## src/rtl/xor_stream_decoder.sv

```systemverilog
// Byte-serial XOR keystream decoder: each accepted byte is XORed with an
// 8-bit Galois LFSR that then advances; one registered output stage.
module xor_stream_decoder #(
  parameter int               WIDTH = 8,
  parameter logic [WIDTH-1:0] SEED  = 8'hA5,
  parameter logic [WIDTH-1:0] TAPS  = 8'hB8
) (
  input  logic             clk,
  input  logic             rst,
  input  logic             seed_load,
  input  logic [WIDTH-1:0] seed,
  input  logic             in_valid,
  output logic             in_ready,
  input  logic [WIDTH-1:0] in_data,
  output logic             out_valid,
  input  logic             out_ready,
  output logic [WIDTH-1:0] out_data,
  output logic [7:0]       count
);

  logic [WIDTH-1:0] lfsr_reg, lfsr_next, lfsr_step;
  logic [WIDTH-1:0] data_reg, data_next;
  logic             valid_reg, valid_next;
  logic [7:0]       count_reg, count_next;
  logic [WIDTH-1:0] seed_safe;
  logic             accept;
  logic             drain;

  // The output stage can take a new byte when empty or being drained this cycle.
  assign in_ready = !rst && (!valid_reg || out_ready) && !seed_load;
  assign accept   = in_valid && in_ready;
  assign drain    = valid_reg && out_ready;

  // A zero seed would lock the LFSR, so it is replaced by the default seed.
  assign seed_safe = (seed == '0) ? SEED : seed;

  // Galois step: shift right, fold the dropped LSB back in through the taps.
  generate
    for (genvar gi = 0; gi < WIDTH - 1; gi++) begin : g_step
      assign lfsr_step[gi] = lfsr_reg[gi+1] ^ (lfsr_reg[0] & TAPS[gi]);
    end
  endgenerate
  assign lfsr_step[WIDTH-1] = lfsr_reg[0] & TAPS[WIDTH-1];

  always_comb begin
    lfsr_next  = lfsr_reg;
    data_next  = data_reg;
    valid_next = valid_reg;
    count_next = count_reg;

    if (seed_load) begin
      lfsr_next  = seed_safe;
      count_next = 8'h00;
    end else if (accept) begin
      lfsr_next  = lfsr_step;
      count_next = count_reg + 8'd1;
    end

    if (accept) begin
      data_next  = in_data ^ lfsr_reg;
      valid_next = 1'b1;
    end else if (drain) begin
      valid_next = 1'b0;
    end
  end

  always_ff @(posedge clk or posedge rst) begin
    if (rst) begin
      lfsr_reg  <= SEED;
      data_reg  <= '0;
      valid_reg <= 1'b0;
      count_reg <= 8'h00;
    end else begin
      lfsr_reg  <= lfsr_next;
      data_reg  <= data_next;
      valid_reg <= valid_next;
      count_reg <= count_next;
    end
  end

  assign out_valid = valid_reg;
  assign out_data  = data_reg;
  assign count     = count_reg;

endmodule

```

## config.mk

```make
export PLATFORM = sky130hd
export DESIGN_NAME = xor_stream_decoder
export DESIGN_NICKNAME = d
export VERILOG_FILES = /design/src/rtl/xor_stream_decoder.sv
export SDC_FILE = /design/constraint.sdc
export NUM_CORES = 1
export LEC_CHECK = 0
export ABC_AREA = 1
export CELL_PAD_IN_SITES_DETAIL_PLACEMENT = 1
export CELL_PAD_IN_SITES_GLOBAL_PLACEMENT = 2
export CORE_ASPECT_RATIO = 2
export CORE_MARGIN = 2
export CORE_UTILIZATION = 27
export CTS_BUF_LIST = sky130_fd_sc_hd__clkbuf_2
export DETAILED_ROUTE_END_ITERATION = 8
export PLACE_DENSITY_LB_ADDON = 0.1
export SLEW_MARGIN = 25
export SYNTH_ARGS = -nofsm -noshare
export SYNTH_HDL_FRONTEND = slang
export SYNTH_SLANG_ARGS = --single-unit
export TNS_END_PERCENT = 5
```

## constraint.sdc

```tcl
create_clock -name clk -period 1.3 [get_ports clk]
set_clock_uncertainty 0.05 [all_clocks]
set_input_delay 0.13 -clock clk [delete_from_list [all_inputs] [get_ports clk]]
set_output_delay 0.13 -clock clk [all_outputs]
set_load 0.005 [all_outputs]
```

==> flow_results.org, run 1 <==
** Route
- Summing over every cut layer, the via total after detailed routing is 1360.
- Number of vias per cell :: 4.67
- Post-DR wirelength/cell :: 14.8 um
- Antenna viol nets, final :: 0
- For this block, the routed nets add up to around 4.3 mm of wire.
- Number of DRC markers after the initial detailed-route iteration :: 14
- The first detailed-routing pass took 4 iterations.
- In the routed design, unresolved DRC markers number 0.

** Logic synthesis
- Combinational family with the most area after synthesis :: simple AND/OR/NAND/NOR gates
- Area share of xor/xnor cells in the synthesized design :: between 5 and 6%
- Simple-gate share of the synthesized area :: 28.6%
- For this run, the number of Yosys warnings is 0.
- The synthesized netlist devotes 10.1% of its cell area to compound gates.
- After synthesis, flip-flops and latches occupy 46.4% of the total area.
- The number of different library cells used by synthesis comes to 21.
- Number of flip-flops and latches in the synthesized netlist :: 25
- After synthesis the cells add up to 1360 sq um.
- Number of nets in the synthesized netlist :: 193
- Synthesis produced 171 cells.
- Measured against the total synthesized area, the mux share comes to 0%.
- Summing the areas of all fa, ha and maj instances in the mapped netlist gives 0.920% of the synthesized area.
- After synthesis, the mean cell area works out to 7.95 sq um.

** Pwr
- Per report_power, the clock group accounts for 17.5% of the total.
- Share of power burned in registers :: between 50% and 60%
- Net switching is between 30% and 40% of the power.
- For this design the static power due to leakage is between 0.9 and 1 nW.
- Internal power summed over all cells :: 0.00124 W
- Power spread over the standard cell area amounts to 867 nW/um^2.
- Reported net switching power :: approximately 0.00055 W
- Logic pwr share :: 28.8%
- Worst vdd rail ir drop :: about 0.4 mV

** Timing
- Max Freq :: 746 MHz
- Minimum setup slack in the final design :: -0.0402 ns
- Worst Tran Pin Value :: 0.299 ns
- Headroom to the max-slew limit came out at 80.0%.
- Fraction of the cycle the final worst path needs :: 103%
- Final number of max-transition violations :: 0
- Setup violations remaining at the end of the flow were counted as 2.
- Setup repair after global routing could not meet its margin everywhere.
- Fin Hold WS :: 0.188 ns
- Final Critical Period :: between 1 and 1.5 ns
- Final Hold Viols :: 0
- Aggregate negative setup slack :: -0.0549 ns

** Critical path
- Worst Path Class, Setup :: register to register
- Of all nets on the critical path, the largest fanout is 5.
- Startpoint kind of the worst setup timing path :: register
- Startpoint of the worst-slack reg-to-reg timing path :: out_valid
- Capturing element type of the critical path :: register
- The number of cells on the worst reg-to-reg path is 6.
- The critical path goes through nand2_2 > buf_6 > nand3_4 > buf_4 > o21ai_1 > nor2_1.
- Critical path arrival :: 1.57 ns
- Delay of the slowest critical-path stage :: 0.44 ns
- Data required time at the worst endpoint :: 1.53 ns
- For flop-to-flop paths, the worst setup slack is -0.04 ns.
- Worst flop-to-flop path endpoint :: count[2]
- The slowest stage of the critical path belongs to the cell sky130_fd_sc_hd__dfrtp_1.

** Run
- Max-cap violations :: 0

** Cells and area
- Most frequent cells in the layout :: 45 x sky130_fd_sc_hd__nand2_1, 22 x sky130_fd_sc_hd__buf_4, 21 x sky130_fd_sc_hd__dfrtp_1, 20 x sky130_fd_sc_hd__nor2_1, 20 x sky130_fd_sc_hd__clkdlybuf4s50_1
- Proportion of layout cells with a drive suffix above 1 :: 23.5%
- The library cell used most frequently in the layout, excluding fill and tap cells, is sky130_fd_sc_hd__nand2_1.
- The number of antenna diodes in the final layout is 0.
- Relative area change from synthesis to final layout :: 51.7%
- Number of fill cells :: ~620
- Once layout is done, the placed cells without fillers occupy 2060 sq um.
- After the last flow step, the layout net total stands at 257.

** Global routing
- Entering global routing, the biggest net connects 26 pins.
- First-pass GRT wire length :: 6.78 mm
- Remaining global-route overflow :: 0
- All-layer global routing usage :: 16.3%
- Antenna violations before repair :: 0
- Via count of the first global-routing pass :: ~1500

** Floorplan
- In this run the vertical extent of the chip is around 100 um.
- Core ar. :: a little under 5000 sq um
- Area enclosed by the die boundary :: 5660 sq um
- Initial core utilization :: 28.0%
- The floorplan has 36 rows.
- Number of primary I/O pins :: 39
- Die width :: 54.2 um

** Clock network
- Clock root buffer :: sky130_fd_sc_hd__clkbuf_2
- Hold buffers post-CTS :: 0
- CTS built an H-tree with a depth of 1.
- At the later pin of the worst-skew pair, clock insertion delay measures 0.35 ns.
- Buffers inserted during clock tree synthesis total 3.
- In this run the deepest clock path goes through 2 buffers.
- TritonCTS built the clock tree.
- Clk sink count :: 25
- Register clock-pin slew on the reported worst setup and hold paths :: 0.25 ns

** Place
- Area after detailed placement :: 1920 sq um
- Count of input and output buffers :: 38
- Detailed Place HPWL :: 3.32 mm
- Post-placement worst setup slack :: -0.332 ns
- At the end of routability-driven placement, the weighted congestion stood at 0.715.

** Min path
- The min-delay analysis places its worst path in the category primary input to async pin.

** Status
- Failing checks :: setup timing
- Outcome :: complete, but fails checks
## power groups by stage
| stage | clock network (W) | logic (W) | registers (W) |
|---|---|---|---|
| finish | 0.000313 | 0.000515 | 0.000961 |
| global route | 0.000365 | 0.000581 | 0.000979 |
| CTS | 0.000337 | 0.000500 | 0.000962 |
| detailed placement | 0 | 0.000533 | 0.000979 |
| global placement | 0 | 0.000512 | 0.000972 |
| floorplan | 0 | 0.000222 | 0.000962 |
## worst max path at each step
stage	start	endpoint	slack (ns)	cells after the start
2_1_floorplan	lfsr_reg[0]	lfsr_reg[4]	0.09	6
3_3_place_gp	seed_load	in_ready	-0.32	5
3_5_place_dp	seed_load	in_ready	-0.33	5
4_1_cts	count[0]	count[0]	-0.10	2
5_1_grt	out_valid	count[5]	-0.09	8
6_report	out_valid	count[2]	-0.04	6
## synth_stat cells, drive strengths merged
master	count	area share, %
a21oi	4	2.0
buf	5	3.2
clkbuf	1	0.28
dfrtp	21	39
dfstp	4	7.7
ha	1	0.92
inv	17	4.7
nand2	50	14
nand3	12	5.3
nor2	24	8.4
nor3	1	0.74
o21ai	22	8.1
xnor2	9	5.8
## routing by layer
metal	up-vias	wire, um	GRT usage, %
met5	-	0	0
met4	0	64	4.82
met3	4	122	1.29
met2	28	2670	31.2
met1	658	1450	17.1
li1	670	-	-
## cells by family after synthesis
kind of cell / Yosys count
buffers and inverters: 23
AND/OR/NAND/NOR: 87
adder cells (fa/ha/maj): 1
XOR/XNOR: 9
AO/OA/AOI/OAI: 26
flip-flops: 25
## critical path, delay by kind of cell, from the launching register on
family	cells	cell delay, ns
AND/OR/NAND/NOR	3	0.31
AO/OA/AOI/OAI	1	0.17
buffers and inverters	2	0.30
flip-flops	1	0.44
## timing repair
item | 4_1_cts | 5_1_grt
setup buffers | 8 | 2
cloned | 0 | 1
pin swaps | 1 | 2
resized for setup | 31 | 24
endpoints found under the setup margin | 23 | 38
## stage by stage
| step | std cells | power [W] | utilization [%] |
|---|---|---|---|
| 6_report | 291 | 0.00179 | 42.4 |
| 4_1_cts | 288 | 0.00180 | 41.2 |
| 3_5_place_dp | 276 | 0.00151 | 39.5 |
| 3_3_place_gp | 276 | 0.00148 | 39.5 |
| 5_1_grt | 291 | 0.00193 | 42.4 |
| 2_1_floorplan | 171 | 0.00118 | - |
## layout make-up
class / count / area [sq um] / share of cell area (%)
Clock buffer: 3 / 15.0 / 0.728
Clock inverter: 1 / 5.00 / 0.243
Inverter: 17 / 66.3 / 3.21
Multi-Input combinational cell: 124 / 671 / 32.5
Sequential cell: 25 / 631 / 30.6
Tap cell: 57 / 71.3 / 3.46
Timing Repair Buffer: 64 / 604 / 29.3
(Power assumes the default switching activity.)
==> inputs of run 2 (changes only) <==
--- a/config.mk
+++ b/config.mk
@@ -13,6 +13,7 @@
 export CORE_UTILIZATION = 27
 export CTS_BUF_LIST = sky130_fd_sc_hd__clkbuf_2
 export DETAILED_ROUTE_END_ITERATION = 8
+export GPL_TIMING_DRIVEN = 0
 export PLACE_DENSITY_LB_ADDON = 0.1
 export SLEW_MARGIN = 25
 export SYNTH_ARGS = -nofsm -noshare
==> constraint.sdc (replaced) <==
create_clock -name clk -period 1.5 [get_ports clk]
set_clock_uncertainty 0.05 [all_clocks]
set_input_delay 0.15 -clock clk [delete_from_list [all_inputs] [get_ports clk]]
set_output_delay 0.15 -clock clk [all_outputs]
set_load 0.005 [all_outputs]
==> run 2 against run 1 <==
Effect of this change:
- the flow now finishes without violations
- clock power down 9.3%
- sequential share of layout area is 3.3 points higher
- worst setup slack improved by 0.11 ns
- sequential power shrank 13%
- critical endpoint is now in_ready
==> flow_results.org, run 2 (same netlist as run 1, synthesis figures left out) <==
** Route
- The first-iteration detailed-routing DRC count is 10 (-4).
- Met3 routed wirelength :: 117 um (-4.1%)
- Post-DR wirelength/cell :: 14.7 um (-0.58%)
- DRC violations left :: 0 (unchanged)
- The final wirelength came to 4.01 mm (-7.1%).
- Routed signal wires occupy layers up through met4.
- Total number of vias :: 1263 (-7.1%)
- The total met2 wirelength after detailed routing came to 2.37 mm (-11%).
- Antenna viol nets, final :: 0 (unchanged)
- The count of TritonRoute iterations in the first routing pass came to 4 (unchanged).
- Number of vias per cell :: 4.64 (-0.65%)
- The wire length the detailed router placed on met1 came to 1.49 mm (+2.7%).

** Global routing
- All-layer global routing usage :: 15.5% (-0.73 points)
- Antenna violations before repair :: 0 (unchanged)
- Via count of the first global-routing pass :: 1396 (-4.8%)
- Remaining global-route overflow :: 0 (unchanged)
- The pin count of the biggest net entering global routing was 26 (unchanged).
- First-pass GRT wire length :: 6.53 mm (-3.6%)

** Timing
- The worst-margin pin slew was 0.562 ns (+0.263 ns).
- The number of hold violations in the final report came to 0 (unchanged).
- The worst max-slew margin expressed relative to the limit is 62.5% (-18 points).
- Timing would allow up to 700 MHz.
- Unrepaired setup endpoints after global routing :: true
- The worst hold slack across all endpoints was 0.0946 ns (-0.0930 ns).
- Final setup violation count :: 0 (-2)
- Final number of max-transition violations :: 0 (unchanged)
- Of the available clock period, the critical path in the final layout requires 95.3%.
- For the finished layout, the period the worst path requires is 1.43 ns.

** Min path
- The min-delay analysis places its worst path in the category primary input to register.
- The path with the worst hold slack has its endpoint at count[7].
- Startpoint of the lowest-slack hold path :: seed_load
- Hold depth :: 4

** Critical path
- Delay of the slowest critical-path stage :: 0.45 ns (about the same)
- The required time of the worst setup path is 1.30 ns (-0.23 ns).
- STA classifies the critical path endpoint as a primary output.
- The data arrival time of the critical path is 1.23 ns (-0.34 ns).
- Counting stages on the worst path, the most repeated cell is sky130_fd_sc_hd__nand2_2.
- The highest fanout seen on the critical path was 2 (-3).
- Cell-by-cell listing of the critical path :: nand2_2 > nand2_2 > inv_1 > dlygate4sd2_1
- In this run the critical register-to-register path is captured at count[6].
- Register-to-register setup slack :: 0.18 ns (+0.22 ns)
- The startpoint identified for the worst register-to-register timing path is count[0].
- Slowest stage cell, crit path :: sky130_fd_sc_hd__dfrtp_1
- The worst setup path is of the register to primary output kind.
- Cell depth of the worst flop-to-flop path :: 8 (+2)
- Startpoint kind of the worst setup timing path :: register

** Clock network
- The number of buffers added by the clock tree synthesis step is 3 (unchanged).
- The clock transition at the registers of the reported paths was 0.26 ns (about the same).
- CTS tree :: built
- Clk sink count :: 25 (unchanged)
- The maximum count of clock buffers along a single path is 2 (unchanged).
- Clock root buffer :: sky130_fd_sc_hd__clkbuf_2
- Clock insertion delay at the later pin of the skew report :: 0.35 ns (about the same)
- The H-tree depth came to 1 (unchanged).

** Run
- The max capacitance violation total came to 0 (unchanged).

** Pwr
- Sum of internal, switching and leakage power :: 0.00151 W (-15%)
- Pwr dens :: 810 nW/um^2 (-6.6%)
- The leakage power of the design was 0.989 nW (+0.93%).
- Worst vdd rail ir drop :: 0.384 mV (-2.5%)

** Floorplan
- Number of primary I/O pins :: 39 (unchanged)
- Core ar. :: 4860 sq um (unchanged)
- The number of core rows was 36 (unchanged).
- The vertical die dimension came to 104 um (unchanged).
- The die area came to 5660 sq um (unchanged).
- The initial core utilization was 28.0% (unchanged).
- Die width :: 54.2 um (unchanged)

** Place
- The final RePlAce weighted congestion came to 0.707 (-1.1%).
- The placement-stage cell area came to 1800 sq um (-6.2%).
- The count of port buffers added during placement came to 37 (-2.6%).
- The final HPWL from detailed placement was 3.17 mm (-4.7%).
- Instance count after placement with tap cells included :: 265 (-4.0%)

** Cells and area
- Antenna fix cells :: 0 (unchanged)
- The library cell used most frequently in the layout, excluding fill and tap cells, is sky130_fd_sc_hd__nand2_1.
- Proportion of layout cells with a drive suffix above 1 :: 13.5% (-10 points)
- The fill cell total of the finished layout was 611 (-2.1%).
- Post-route cell area :: 1870 sq um (-9.5%)
- The final-stage net count was 238 (-7.4%).
- Relative area change from synthesis to final layout :: 37.3%
- Most frequent cells in the layout :: 47 x sky130_fd_sc_hd__nand2_1, 21 x sky130_fd_sc_hd__nor2_1, 20 x sky130_fd_sc_hd__dfrtp_1, 19 x sky130_fd_sc_hd__clkdlybuf4s50_1, 14 x sky130_fd_sc_hd__inv_1
- The non-filler instance count after layout was 272 (-6.5%).
- Final Core Density :: 38.4% (-4.0 points)

** Status
- The run finished with clean final reports.
run 2: changes by cell type in the layout (fill, tap and decap cells not counted), moves of 2 or more:
cell / before / now
sky130_fd_sc_hd__dlygate4sd2_1: 3 / 10
sky130_fd_sc_hd__nor2_4: 3 / 1
sky130_fd_sc_hd__buf_2: 0 / 2
sky130_fd_sc_hd__dlygate4sd3_1: 0 / 2
sky130_fd_sc_hd__nand2_4: 2 / 0
sky130_fd_sc_hd__nand2_1: 45 / 47
sky130_fd_sc_hd__buf_4: 22 / 2
sky130_fd_sc_hd__o21ai_0: 9 / 12
sky130_fd_sc_hd__o21ai_1: 13 / 10
sky130_fd_sc_hd__clkdlybuf4s15_1: 12 / 0
sky130_fd_sc_hd__buf_12: 3 / 0
sky130_fd_sc_hd__dlymetal6s2s_1: 0 / 8
run 2: layout make-up:
class | count | area, sq um | area share [%]
sequential | 25 | 632 | 33.8
multi-input combinational | 123 | 623 | 33.4
timing repair buffer | 41 | 413 | 22.1
tap | 57 | 71.3 | 3.82
inverter | 17 | 63.8 | 3.42
buffer | 5 | 43.8 | 2.35
clock buffer | 4 | 20.0 | 1.07
run 2: timing repair:
item	in CTS	in global routing
setup endpoints to repair	10	13
setup buffers	1	1
endpoints found under the hold margin	2	2
hold buffers	1	1
gates resized for setup	12	9
pin swaps	1	0
run 2: metrics by stage:
step | setup slack [ns] | TNS [ns]
after floorplan | 0.287 | 0
after global placement | -0.128 | -1.21
after detailed placement | -0.158 | -3.33
after CTS | -0.0679 | -0.0679
after global routing | -0.0409 | -0.0409
final | 0.0712 | 0
run 2: worst max-delay path, delay by kind of cell, from the launching register on:
kind / cells / cell delay (ns)
flops: 1 / 0.45
simple gates: 2 / 0.15
buf+inv: 2 / 0.27
run 2: routing by layer:
metal	vias up	GRT usage, %
li1	625	-
met1	612	16.9
met2	24	29.3
met3	2	1.29
met4	0	4.29
met5	-	0
run 2: report_power, final:
part | internal (W) | leakage (nW) | switching, W
clock | 0.0000703 | 0.0166 | 0.000214
sequential | 0.000767 | 0.313 | 0.0000665
combinational | 0.000217 | 0.659 | 0.000178
total | 0.00105 | 0.989 | 0.000458
run 2: how the worst max path moves through the flow:
stage	slack, ns	end	from
after floorplan	0.29	lfsr_reg[4]	lfsr_reg[0]
after global placement	-0.13	in_ready	rst
after detailed placement	-0.16	in_ready	out_ready
after CTS	-0.07	count[5]	count[5]
after global routing	-0.04	in_ready	out_valid
final	0.07	in_ready	out_valid
==> inputs of run 3 (changes only) <==
--- a/config.mk
+++ b/config.mk
@@ -12,8 +12,8 @@
 export CORE_MARGIN = 2
 export CORE_UTILIZATION = 27
 export CTS_BUF_LIST = sky130_fd_sc_hd__clkbuf_2
+export CTS_CLUSTER_DIAMETER = 80
 export DETAILED_ROUTE_END_ITERATION = 8
-export GPL_TIMING_DRIVEN = 0
 export PLACE_DENSITY_LB_ADDON = 0.1
 export SLEW_MARGIN = 25
 export SYNTH_ARGS = -nofsm -noshare
==> run 3 against run 2 <==
Effect of this change:
- sequential power is 0.5% lower
- sequential cell count stayed put
- critical path depth stayed put
- clock power is 2% lower
- power is 1.2% higher
- routed wire length is 4.2% lower
- design area is 3.7% higher
- critical path type unchanged
- critical endpoint unchanged
- largest power group unchanged
- highest routed layer unchanged
==> flow_results.org, run 3 (same netlist as run 1, synthesis figures left out) <==
** Global routing
- Most crowded layer after global routing :: met2
- First-pass GRT wire length :: 6.42 mm (-1.8%)
- The initial antenna violation count came to 0 (unchanged).
- M2 GR Usage :: 28.9% (-0.43 points)
- Via count of the first global-routing pass :: 1406 (+0.72%)
- The met1 track utilization from global routing is 15.6% (-1.3 points).
- The fraction of met3 tracks used by global routing was 1.29% (unchanged).
- The overflow left after global routing is 0 (unchanged).
- The pin count of the biggest net entering global routing was 26 (unchanged).
- The global-route usage over all layers was 15.0% (-0.53 points).

** Status
- The run finished with clean final reports.

** Clock network
- CTS buffer count :: 3 (unchanged)
- Number of H-tree levels :: 1 (unchanged)
- The maximum count of clock buffers along a single path was 2 (unchanged).
- The clock transition at the registers of the reported paths was 0.25 ns (about the same).
- TritonCTS built the clock tree.
- The cell sitting at the root of the clock tree is a sky130_fd_sc_hd__clkbuf_2.
- The clock latency on the worst-skew pair came to 0.35 ns (about the same).
- Clk sink count :: 25 (unchanged)

** Critical path
- Critical path buffer and inverter count :: 2 (unchanged)
- The worst setup path is of the register to primary output kind.
- Depth of the critical timing path with buffers and inverters included :: 4 (unchanged)
- Biggest fanout along the worst timing path :: 2 (unchanged)
- STA classifies the critical path startpoint as a register.
- Data required time at the worst endpoint :: 1.30 ns (about the same)
- Delay of the slowest critical-path stage :: 0.45 ns (about the same)
- Most used cell, CP :: sky130_fd_sc_hd__nand2_2
- The slowest stage of the critical path is the sky130_fd_sc_hd__dfrtp_1 cell.
- The cell family contributing the most delay on the critical path is flip-flops.
- The data arrival time of the critical path was 1.20 ns (-0.03 ns).
- The number of cells traversed by the worst register-to-register path came to 8 (unchanged).
- The critical path goes through nand2_2 > nand2_2 > inv_1 > clkdlybuf4s15_1.
- Capturing element type of the critical path :: primary output

** Timing
- The worst hold slack across all endpoints is 0.208 ns (+0.114 ns).
- Minimum setup slack in the final design :: 0.102 ns (+0.0306 ns)
- Worst Tran Pin Value :: 0.260 ns (-0.303 ns)
- The final-layout setup total negative slack came to 0 ns (unchanged).
- The achievable frequency is 715 MHz (+2.2%).
- Fraction of the cycle the final worst path needs :: 93.2% (-2.0 points)
- Final Critical Period :: 1.40 ns (-0.0306 ns)
- Unrepaired setup endpoints after global routing :: false
- The worst max-slew margin expressed relative to the limit is 82.7% (+20 points).
- The number of hold violations in the final report was 0 (unchanged).
- The number of endpoints failing setup at the final stage is 0 (unchanged).
- Final number of max-transition violations :: 0 (unchanged)

** Place
- Post-placement worst setup slack :: -0.185 ns (-0.0268 ns)
- Gp weighted congestion :: 0.684 (-3.2%)
- The count of port buffers added during placement is 38 (+2.7%).
- Instance count after placement with tap cells included :: 274 (+3.4%)
- The final HPWL from detailed placement is 3.16 mm (-0.24%).

** Floorplan
- Core ar. :: 4860 sq um (unchanged)
- Area enclosed by the die boundary :: 5660 sq um (unchanged)
- Placement Rows :: 36 (unchanged)
- Die outline height :: 104 um (unchanged)
- The initial core utilization came to 28.0% (unchanged).
- The number of top-level pins came to 39 (unchanged).
- Die width :: 54.2 um (unchanged)

** Route
- The detailed-route vias per instance came to 4.54 (-2.3%).
- The DRC violations left is 0 (unchanged).
- The remaining number of nets flagged by the antenna check after routing came to 0 (unchanged).
- The first-iteration detailed-routing DRC count came to 9 (-1).
- The number of vias after detailed routing is 1275 (+0.95%).
- TritonRoute pass-1 iters :: 4 (unchanged)
- The final wirelength is 3.84 mm (-4.2%).
- The average detailed-routed wire length per instance was 13.7 um (-7.3%).

** Pwr
- The leakage power of the design was 0.994 nW (+0.43%).
- Pwr dens :: 791 nW/um^2 (-2.4%)
- The maximum resistive drop on vdd was 0.424 mV (+10%).

** Cells and area
- The non-filler instance count after layout is 281 (+3.3%).
- Final net count :: 247 (+3.8%)
- Reg area :: 631 sq um (-0.20%)
- From synthesis to final layout, the design area changed by 42.3%.
- Antenna fix cells :: 0 (unchanged)
- Commonest non-fill, non-tap cell in the layout :: sky130_fd_sc_hd__nand2_1
- Number of fill cells :: 626 (+2.5%)
- In the layout the commonest cells are 47 x sky130_fd_sc_hd__nand2_1, 21 x sky130_fd_sc_hd__nor2_1, 21 x sky130_fd_sc_hd__dfrtp_1, 20 x sky130_fd_sc_hd__clkdlybuf4s50_1.
- The area occupied by multi-input gates was 623 sq um (unchanged).
- The proportion of layout cells with a drive suffix above 1 is 16.5% (+3.0 points).

** Min path
- The tightest min-delay check is of the primary input to async pin type.

** Run
- The max capacitance violation total came to 0 (unchanged).
==> run 3: tightest hold or removal path: cells and delay by family <==
kind | cells | cell delay, ns
buf+inv | 3 | 0.85
==> run 3: what timing repair did <==
item | 4_1_cts | 5_1_grt
resized for setup | 15 | 6
pin swaps | 1 | 0
buffers inserted | 1 | 2
gates cloned | 0 | 0
endpoints found under the hold margin | 0 | 0
hold buffers | 0 | 0
endpoints found under the setup margin | 14 | 6
==> run 3: where the power goes <==
part / leakage [nW] / switching (W) / internal, W
Combinational: 0.662 / 0.000186 / 0.000237
Clock: 0.0164 / 0.000217 / 0.0000605
Sequential: 0.315 / 0.0000625 / 0.000767
Total: 0.994 / 0.000465 / 0.00106
==> run 3: worst paths after layout <==
| check | startpoint | to | slack (ns) |
|---|---|---|---|
| setup / recovery | out_valid | in_ready | 0.10 |
| hold / removal | rst | out_valid | 0.21 |
| setup reg to reg | count[0] | count[6] | 0.16 |
| hold reg to reg | lfsr_reg[2] | lfsr_reg[2] | 0.46 |
| max in group asynchronous | rst | lfsr_reg[0] | 0.96 |
| min in group clk | seed[6] | lfsr_reg[6] | 0.32 |
==> run 3: metal layers <==
metal / vias up / routed length (um) / share of wire (%)
met4: 0 / 32 / 0.83
met2: 22 / 2300 / 60
li1: 643 / - / -
met5: - / 0 / 0
met3: 2 / 111 / 2.9
met1: 608 / 1390 / 36
==> run 3: metrics by stage <==
step | utilization (%) | total power (W) | area [sq um]
4_1_cts | 39.2 | 0.00156 | 1910
3_5_place_dp | 38.9 | 0.00130 | 1890
3_3_place_gp | 38.9 | 0.00128 | 1890
5_1_grt | 39.8 | 0.00164 | 1940
6_report | 39.8 | 0.00153 | 1940
2_1_floorplan | - | 0.00103 | 1360
==> run 3: final cells by class <==
class	count	share of cell area (%)
flip-flops and latches	25	32.6
clock inverters	1	0.259
multi-input cells	123	32.2
well taps	57	3.68
inverters	17	3.30
repair buffers	55	27.2
clock buffers	3	0.776
